[src/rtl/vga_sync_decoder.sv]
// Recovers line/frame timing from an async negative-polarity hsync/vsync + BGR stream; emits x/y/de/rgb.
// Fixed 4-clock input-to-output latency on every field; free-running, no backpressure.
module vga_sync_decoder #(
  parameter int H_TOTAL     = 800,
  parameter int H_SYNC      = 96,
  parameter int H_ACT_BEGIN = 143,
  parameter int H_ACT_END   = 783,
  parameter int V_TOTAL     = 525,
  parameter int V_ACT_BEGIN = 34,
  parameter int V_ACT_END   = 514,
  parameter int ERR_LIMIT   = 4
) (
  input  logic        clock,
  input  logic        rst_n,
  input  logic        hsync_in,
  input  logic        vsync_in,
  input  logic [2:0]  rgb_in,
  output logic [9:0]  x,
  output logic [9:0]  y,
  output logic        de,
  output logic [2:0]  rgb_out,
  output logic        frame_start,
  output logic        line_err,
  output logic        locked,
  output logic [10:0] h_period,
  output logic [9:0]  v_lines
);

  typedef enum logic [1:0] {SEARCH, VERIFY, LOCKED} state_t;

  state_t      state;
  logic [2:0]  hs_sync;
  logic [2:0]  vs_sync;
  logic [2:0]  rgb_s1;
  logic [2:0]  rgb_s2;
  logic [2:0]  rgb_s3;
  logic [10:0] hcnt;
  logic [10:0] hwidth;
  logic [9:0]  vcnt;
  logic        vpend;
  logic        frame_ok;
  logic [3:0]  errcnt;
  logic        frame_start_d;
  logic        line_err_d;

  logic        h_fall;
  logic        v_fall;
  logic        restart;
  logic        line_bad;
  logic        frame_bad;
  logic        overflow;
  logic        active;
  logic [11:0] hcnt_p1;
  logic [10:0] vcnt_p1;

  assign h_fall    = hs_sync[2] & ~hs_sync[1];
  assign v_fall    = vs_sync[2] & ~vs_sync[1];
  assign restart   = h_fall & (vpend | v_fall);
  assign hcnt_p1   = {1'b0, hcnt} + 12'd1;
  assign vcnt_p1   = {1'b0, vcnt} + 11'd1;
  assign line_bad  = (hcnt_p1 != 12'(H_TOTAL)) || (hwidth != 11'(H_SYNC));
  assign frame_bad = (vcnt_p1 != 11'(V_TOTAL));
  // Fires on the step into saturation, so a fall arriving on a saturated count still restarts normally
  assign overflow  = (~h_fall & (hcnt == 11'd2046)) | (h_fall & ~restart & (vcnt == 10'd1022));
  assign active    = (hcnt >= 11'(H_ACT_BEGIN)) && (hcnt < 11'(H_ACT_END)) &&
                     (vcnt >= 10'(V_ACT_BEGIN)) && (vcnt < 10'(V_ACT_END));
  assign locked    = (state == LOCKED);

  always_ff @(posedge clock or negedge rst_n) begin
    if (!rst_n) begin
      hs_sync       <= 3'b111;
      vs_sync       <= 3'b111;
      rgb_s1        <= 3'd0;
      rgb_s2        <= 3'd0;
      rgb_s3        <= 3'd0;
      hcnt          <= 11'd0;
      hwidth        <= 11'd0;
      vcnt          <= 10'd0;
      vpend         <= 1'b0;
      h_period      <= 11'd0;
      v_lines       <= 10'd0;
      frame_start_d <= 1'b0;
      line_err_d    <= 1'b0;
      frame_start   <= 1'b0;
      line_err      <= 1'b0;
      de            <= 1'b0;
      rgb_out       <= 3'd0;
      x             <= 10'd0;
      y             <= 10'd0;
    end else begin
      hs_sync <= {hs_sync[1:0], hsync_in};
      vs_sync <= {vs_sync[1:0], vsync_in};
      rgb_s1  <= rgb_in;
      rgb_s2  <= rgb_s1;
      rgb_s3  <= rgb_s2;

      if (h_fall) begin
        hcnt     <= 11'd0;
        hwidth   <= 11'd1;
        h_period <= hcnt_p1[10:0];
      end else begin
        if (hcnt != 11'h7ff) hcnt <= hcnt + 11'd1;
        if (!hs_sync[1] && hwidth != 11'h7ff) hwidth <= hwidth + 11'd1;
      end

      if (restart) begin
        vpend   <= 1'b0;
        vcnt    <= 10'd0;
        v_lines <= vcnt_p1[9:0];
      end else begin
        if (v_fall) vpend <= 1'b1;
        if (h_fall && vcnt != 10'h3ff) vcnt <= vcnt + 10'd1;
      end

      // Event pulses take one extra stage to line up with the pixel they belong to
      frame_start_d <= restart;
      line_err_d    <= h_fall & line_bad & (state != SEARCH);
      frame_start   <= frame_start_d;
      line_err      <= line_err_d;

      de      <= active & (state == LOCKED);
      rgb_out <= (active && state == LOCKED) ? rgb_s3 : 3'd0;
      x       <= 10'(hcnt - 11'(H_ACT_BEGIN));
      y       <= 10'(vcnt - 10'(V_ACT_BEGIN));
    end
  end

  always_ff @(posedge clock or negedge rst_n) begin
    if (!rst_n) begin
      state    <= SEARCH;
      errcnt   <= 4'd0;
      frame_ok <= 1'b0;
    end else if (overflow) begin
      state <= SEARCH;
    end else begin
      case (state)
        SEARCH: begin
          if (restart) begin
            state    <= VERIFY;
            errcnt   <= 4'd0;
            frame_ok <= 1'b1;
          end
        end
        VERIFY: begin
          // The line closed by a restart still belongs to the frame being judged
          if (restart) begin
            if (frame_ok && !line_bad && !frame_bad) begin
              state  <= LOCKED;
              errcnt <= 4'd0;
            end
            frame_ok <= 1'b1;
          end else if (h_fall && line_bad) begin
            frame_ok <= 1'b0;
          end
        end
        LOCKED: begin
          if (restart && frame_bad) begin
            state <= SEARCH;
          end else if (h_fall) begin
            if (line_bad) begin
              errcnt <= errcnt + 4'd1;
              if (errcnt + 4'd1 == 4'(ERR_LIMIT)) state <= SEARCH;
            end else begin
              errcnt <= 4'd0;
            end
          end
        end
        default: state <= SEARCH;
      endcase
    end
  end

endmodule

[config.mk]
export PLATFORM = sky130hd
export DESIGN_NAME = vga_sync_decoder
export DESIGN_NICKNAME = d
export VERILOG_FILES = /design/src/rtl/vga_sync_decoder.sv
export SDC_FILE = /design/constraint.sdc
export NUM_CORES = 1
export LEC_CHECK = 0
export BUFFER_PORTS_ARGS = -buffer_cell sky130_fd_sc_hd__buf_2
export CAP_MARGIN = 15
export CORE_AREA = 2 2 106 108
export DETAILED_ROUTE_END_ITERATION = 6
export DIE_AREA = 0 0 108 110
export PLACE_DENSITY_LB_ADDON = 0.1
export SLEW_MARGIN = 20
export SYNTH_ARGS = -nofsm -noshare
export SYNTH_HDL_FRONTEND = slang
export SYNTH_SLANG_ARGS = --single-unit
[constraint.sdc]
create_clock -name clock -period 5.6 [get_ports clock]
set_input_delay 0.56 -clock clock [delete_from_list [all_inputs] [get_ports clock]]
set_output_delay 0.56 -clock clock [all_outputs]
set_load 0.005 [all_outputs]
Yosys cells after proc, flatten, opt, wreduce, memory -nomap -nowiden
Cells that the tools add are included.
W data, S select, Z words.
{"block": "word_totals", "out_inout_bits": 48, "in_bits": 7, "word_cells": 127, "register_bits": 104}
{"block": "classes", "n_addsub": 8, "bitwise_logic": 16, "n_eq_ne": 23, "reduce_logical": 25, "magnitude_cmp": 4, "muxes": 29}
{"operator": "$mux W11", "n": 4}
{"operator": "$mux W4", "n": 6}
{"operator": "$add A11 B1 Y11 const B", "n": 2}
{"operator": "$ne A11 B11 Y1 const B", "n": 2}
{"operator": "$mux W10", "n": 2}
{"operator": "$mux W2", "n": 8}
{"operator": "$add A11 B1 Y12 const B", "n": 1}
{"operator": "$ne A12 B10 Y1 const B", "n": 1}
{"operator": "$ne A3 B3 Y1 const B", "n": 4}
{"operator": "$ne A4 B1 Y1 const B", "n": 3}
{"operator": "$pmux W4 S3", "n": 1}
{"operator": "$reduce_bool A2 Y1", "n": 6}
{"operator": "$add A10 B1 Y11 const B", "n": 1}
{"operator": "$eq A11 B11 Y1 const B", "n": 1}
{"operator": "$ge A11 B8 Y1 const B", "n": 1}
{"operator": "$lt A11 B10 Y1 const B", "n": 1}
{"operator": "$ne A11 B10 Y1 const B", "n": 1}
{"operator": "$ne A11 B7 Y1 const B", "n": 1}
{"operator": "$add A10 B1 Y10 const B", "n": 1}
{"operator": "$eq A10 B10 Y1 const B", "n": 1}
{"operator": "$ge A10 B6 Y1 const B", "n": 1}
{"operator": "$logic_and A1 B1 Y1", "n": 10}
{"operator": "$lt A10 B10 Y1 const B", "n": 1}
{"operator": "$ne A10 B10 Y1 const B", "n": 1}
{"operator": "22 further kinds", "n": 44}

Logic depth before layout (Yosys ltp)
{"block": "depth", "ltp_word": 10, "ltp_mapped": 10, "depth_no_buf": 9}

Least setup slack after synthesis
Ideal clock, no wire load.
{"block": "synth_timing", "kind": "register to register", "start": "register vcnt[1]", "end": "register errcnt[2]", "setup_time_ns": 0.121, "t_arrival_ns": 2.040, "t_required_ns": 5.479, "synth_period_minus_slack_ns": 2.161, "path_slack_ns": 3.439, "path_stages_with_launch": 9, "n_path_buf": 0, "path_cell_list": "dfrtp_1 ha_1 a21bo_1 a211oi_2 a41oi_1 o32ai_1 nand2_1 a21o_1 a22o_1"}
{"block": "synth_via", "elab_chain_len": 6, "word_cells_on_any_way": 12, "classes_between": "1 x add/sub; 4 x eq/ne; 3 x bitwise; 4 x reduce/logical"}
{"element": "from (decl)", "line": "39", "rtl": "logic [9:0] vcnt;"}
{"element": "from (signal assigned)", "line": "112", "rtl": "if (h_fall && vcnt != 10'h3ff) vcnt <= vcnt + 10'd1;"}
{"element": "$add A10 B1 Y11", "line": "60", "rtl": "assign vcnt_p1 = {1'b0, vcnt} + 11'd1;"}
{"element": "$ne A11 B10 Y1", "line": "62", "rtl": "assign frame_bad = (vcnt_p1 != 11'(V_TOTAL));"}
{"element": "$logic_not A1 Y1", "line": "147", "rtl": "if (frame_ok && !line_bad && !frame_bad) begin"}
{"element": "$logic_and A1 B1 Y1", "line": "147"}
{"element": "$ne A2 B2 Y1 (no line)"}
{"element": "$reduce_and A7 Y1 (no line) (*)"}
{"element": "to (signal assigned)", "line": "161", "rtl": "errcnt <= errcnt + 4'd1;"}
{"element": "to (decl)", "line": "42", "rtl": "logic [3:0] errcnt;"}
Mark *: on every way between the ends. The rest lies on a longest branch, timed or not.
A chain may end at the register's enable or synchronous reset.

Worst setup path in the final report
{"block": "layout_timing", "start": "register hs_sync[2]", "end": "register errcnt[2]"}
{"block": "layout_via", "elab_chain_len": 8, "word_cells_on_any_way": 15, "classes_between": "4 x eq/ne; 9 x bitwise; 2 x reduce/logical"}
{"element": "from (decl)", "line": "32", "rtl": "logic [2:0] hs_sync;"}
{"element": "from (signal assigned)", "line": "91", "rtl": "hs_sync <= {hs_sync[1:0], hsync_in};"}
{"element": "$and A1 B1 Y1 (*)", "line": "56", "rtl": "assign h_fall = hs_sync[2] & ~hs_sync[1];"}
{"element": "$and A1 B1 Y1", "line": "58", "rtl": "assign restart = h_fall & (vpend | v_fall);"}
{"element": "$not A1 Y1", "line": "64", "rtl": "assign overflow = (~h_fall & (hcnt == 11'd2046)) | (h_fall & ~restart & (vcnt == 10'd1022));"}
{"element": "$and A1 B1 Y1 (2 in series)", "line": "64"}
{"element": "$or A1 B1 Y1", "line": "64"}
{"element": "$not A1 Y1 (no line)"}
{"element": "$reduce_and A7 Y1 (no line) (*)"}
Marks and branches as above.

==> metrics.txt <==
outcome finished clean; #FFs+latches synth 104; Filler cells 1054; DRT Pass-1 Iters 4; Mapped Cells 464; Gates resized, CTS repair 0; Net Sw Power 0.000442 W; Avg Vias per Cell 5.12; CP endpoint kind flip-flop; vias 3332; Die W 108 um; Sink Count 104; Hold/Removal Path Class in -> async; FMAX 378 MHz; reg2reg setup slack 2.96 ns; CTS tree done; worst vdd rail ir drop 0.184 mV; detailed-route DRC error count 0; placed instance count 636; core box area 0.0107 mm2; antenna cells 0; CTS H-tree lvls 3; headroom to the max-slew limit 0.415; Final WS setup 2.96 ns; initial antenna violation count 0; 1st-iter DRT viols 166; grt total ovfl 0; Non-Filler Instances 651; unrepaired setup endpoints after global routing false; clk_lat worst skew 0.37 ns; number of distinct library cells after synthesis 60; critical path peak fanout 25; I/O pin count 55; footprint of the multi-input gates 0.00192 mm2; Seq pwr share 0.551; Clk pwr share 0.317; largest net degree at the start of global routing 54; mapped cell area 0.00472 mm2; CP Class reg -> reg; setup bufs post-CTS 0; dpl hpwl 6450 um; IO Port Bufs 54; Tcrit/Tclk final 0.472; sw frac 0.274; Die Y 110 um; vias in the first global route 3234; share of cells above drive strength 1 0.188; P_int 0.00117 W; Synth warnings 0; Initial Utilization 0.441; combinational power share 0.132; leakage power 2.39 nW; CP Launch Type flip-flop; Root Driver clkbuf_8; slew at the pin closest to its max-slew limit 0.878 ns; die area 0.0119 mm2; Setup TNS Final 0 ns; total CTS buffers 9; # setup viols final 0; antenna viol nets, final 0; minimum clock period 2.64 ns; RR Startpoint hs_sync[2]; DR WL/cell 14.2 um; Hold Violations, Final 0; register area share after synthesis 0.553; Max Cap Violations 0; Rows 38; critical path arrival 2.92 ns; storage element area 0.00261 mm2; first-pass GRT wire length 15600 um; Syn Area/Cell 10.2 um2; maximum clock path buffer count 2; synthesis-to-layout area growth 12.1%; R2R depth 7; R2R Path End errcnt[2]; Post-Syn Nets 482; Async S/R FF share, synth 1.00; Nets 525; CTS Hold Bufs 0; setup slack at placement 2.90 ns; clk slew on worst S/H paths 0.10 ns; main flop type after synthesis dfrtp_1; gpl congestion 0.824; final wirelength 9250 um; total track usage 0.168; Post-synth EDFFs 0; PwrDens 305 mW/mm2; skew final 0.0100 ns; worst endpoint required time 5.87 ns; hold_ws 0.195 ns; Pins Over Slew Limit 0
==> registers in the layout (all words and copies together) (netlist names), 2 cells and up <==
| register | flops |
|---|---|
| errcnt | 4 |
| h_period | 11 |
| hcnt | 11 |
| hs_sync | 3 |
| hwidth | 11 |
| rgb_out | 3 |
| rgb_s1 | 3 |
| rgb_s2 | 3 |
| rgb_s3 | 3 |
| state | 2 |
| v_lines | 10 |
| vcnt | 10 |
| vs_sync | 3 |
| x | 10 |
| y | 10 |
==> layout by cell type (no fill, tap or decap), types with 3 or more instances in the layout <==
| master | count |
|---|---|
| or3_1 | 3 |
| and2_1 | 6 |
| o31ai_1 | 5 |
| clkbuf_8 | 9 |
| dfstp_2 | 6 |
| nor2b_1 | 7 |
| xor2_1 | 20 |
| a41oi_1 | 3 |
| nand4_1 | 5 |
| a31oi_1 | 3 |
| nand2b_1 | 5 |
| ha_1 | 11 |
| nor3_2 | 4 |
| buf_4 | 4 |
| a21oi_1 | 17 |
| nor3_1 | 4 |
| buf_2 | 53 |
| nand2_1 | 57 |
| nand3_1 | 17 |
| nor4_1 | 4 |
| xnor2_1 | 14 |
| and3_1 | 3 |
| o21ai_0 | 38 |
| inv_1 | 20 |
| nor2_1 | 47 |
| dfrtp_1 | 98 |
| o41ai_1 | 3 |
| and4_1 | 4 |
==> cell usage after synthesis (9+ instances only) <==
| cell type | instances | share of area |
|---|---|---|
| dfrtp_1 | 98 | 0.52 |
| nand2_1 | 57 | 0.045 |
| nor2_1 | 47 | 0.037 |
| o21ai_0 | 38 | 0.040 |
| inv_1 | 20 | 0.016 |
| xor2_1 | 20 | 0.037 |
| a21oi_1 | 17 | 0.018 |
| nand3_1 | 17 | 0.018 |
| xnor2_1 | 14 | 0.026 |
| clkbuf_1 | 12 | 0.0095 |
| ha_1 | 11 | 0.029 |
| buf_2 | 9 | 0.0095 |
==> area by class of cell <==
| cell class | instances | area share |
|---|---|---|
| Timing Repair Buffer | 57 | 0.0558 |
| Sequential cell | 104 | 0.493 |
| Tap cell | 140 | 0.0331 |
| Clock buffer | 9 | 0.0234 |
| Clock inverter | 6 | 0.0175 |
| Inverter | 21 | 0.0149 |
| Multi-Input combinational cell | 314 | 0.362 |
==> worst max-delay path: stages (launching register included) <==
cell and delay (ns):
dfstp_2 0.54, nand2b_1 0.45, a211o_1 0.47, nor4_1 0.47
o32ai_1 0.18, nand2_1 0.17, o31ai_1 0.08, a22o_1 0.19
==> layer usage <==
layer / track usage / vias to the layer above / wire [um]
met2: 0.263 / 54 / 4330
met3: 0.0282 / 12 / 310
met4: 0.0778 / 0 / 184
met5: 0 / - / 0
li1: - / 1650 / -
met1: 0.230 / 1616 / 4420
==> logic make-up after synthesis <==
logic type,share of synthesized area
xor+xnor,0.0665
buf+inv,0.0408
fa+ha+maj,0.0292
flops,0.553
mux,0.00212
simple gates,0.190
compound gates,0.118
==> metrics by stage <==
stage / power, W / area [um2] / util
final: 0.00161 / 5290 / 0.495
after detailed placement: 0.00112 / 5080 / 0.475
after global routing: 0.00171 / 5290 / 0.495
after CTS: 0.00164 / 5290 / 0.495
after global placement: 0.00111 / 5080 / 0.475
after floorplan: 0.00102 / 4720 / -
==> how the worst max path moves through the flow <==
stage	from	endpoint	cells past startpoint
6_report	hs_sync[2]	errcnt[2]	7
5_1_grt	hs_sync[1]	errcnt[2]	7
4_1_cts	hs_sync[1]	errcnt[2]	7
3_5_place_dp	hs_sync[1]	errcnt[2]	7
3_3_place_gp	hs_sync[1]	errcnt[2]	7
2_1_floorplan	vcnt[1]	errcnt[2]	8
==> power groups by stage <==
stage	Combinational [W]	Sequential [W]	Clock (W)
after floorplan	0.000128	0.000891	0
after global placement	0.000215	0.000899	0
after detailed placement	0.000221	0.000904	0
after CTS	0.000221	0.000889	0.000529
after global routing	0.000247	0.000901	0.000564
final	0.000213	0.000888	0.000510
Note: power is estimated with default switching activity, not from simulation.
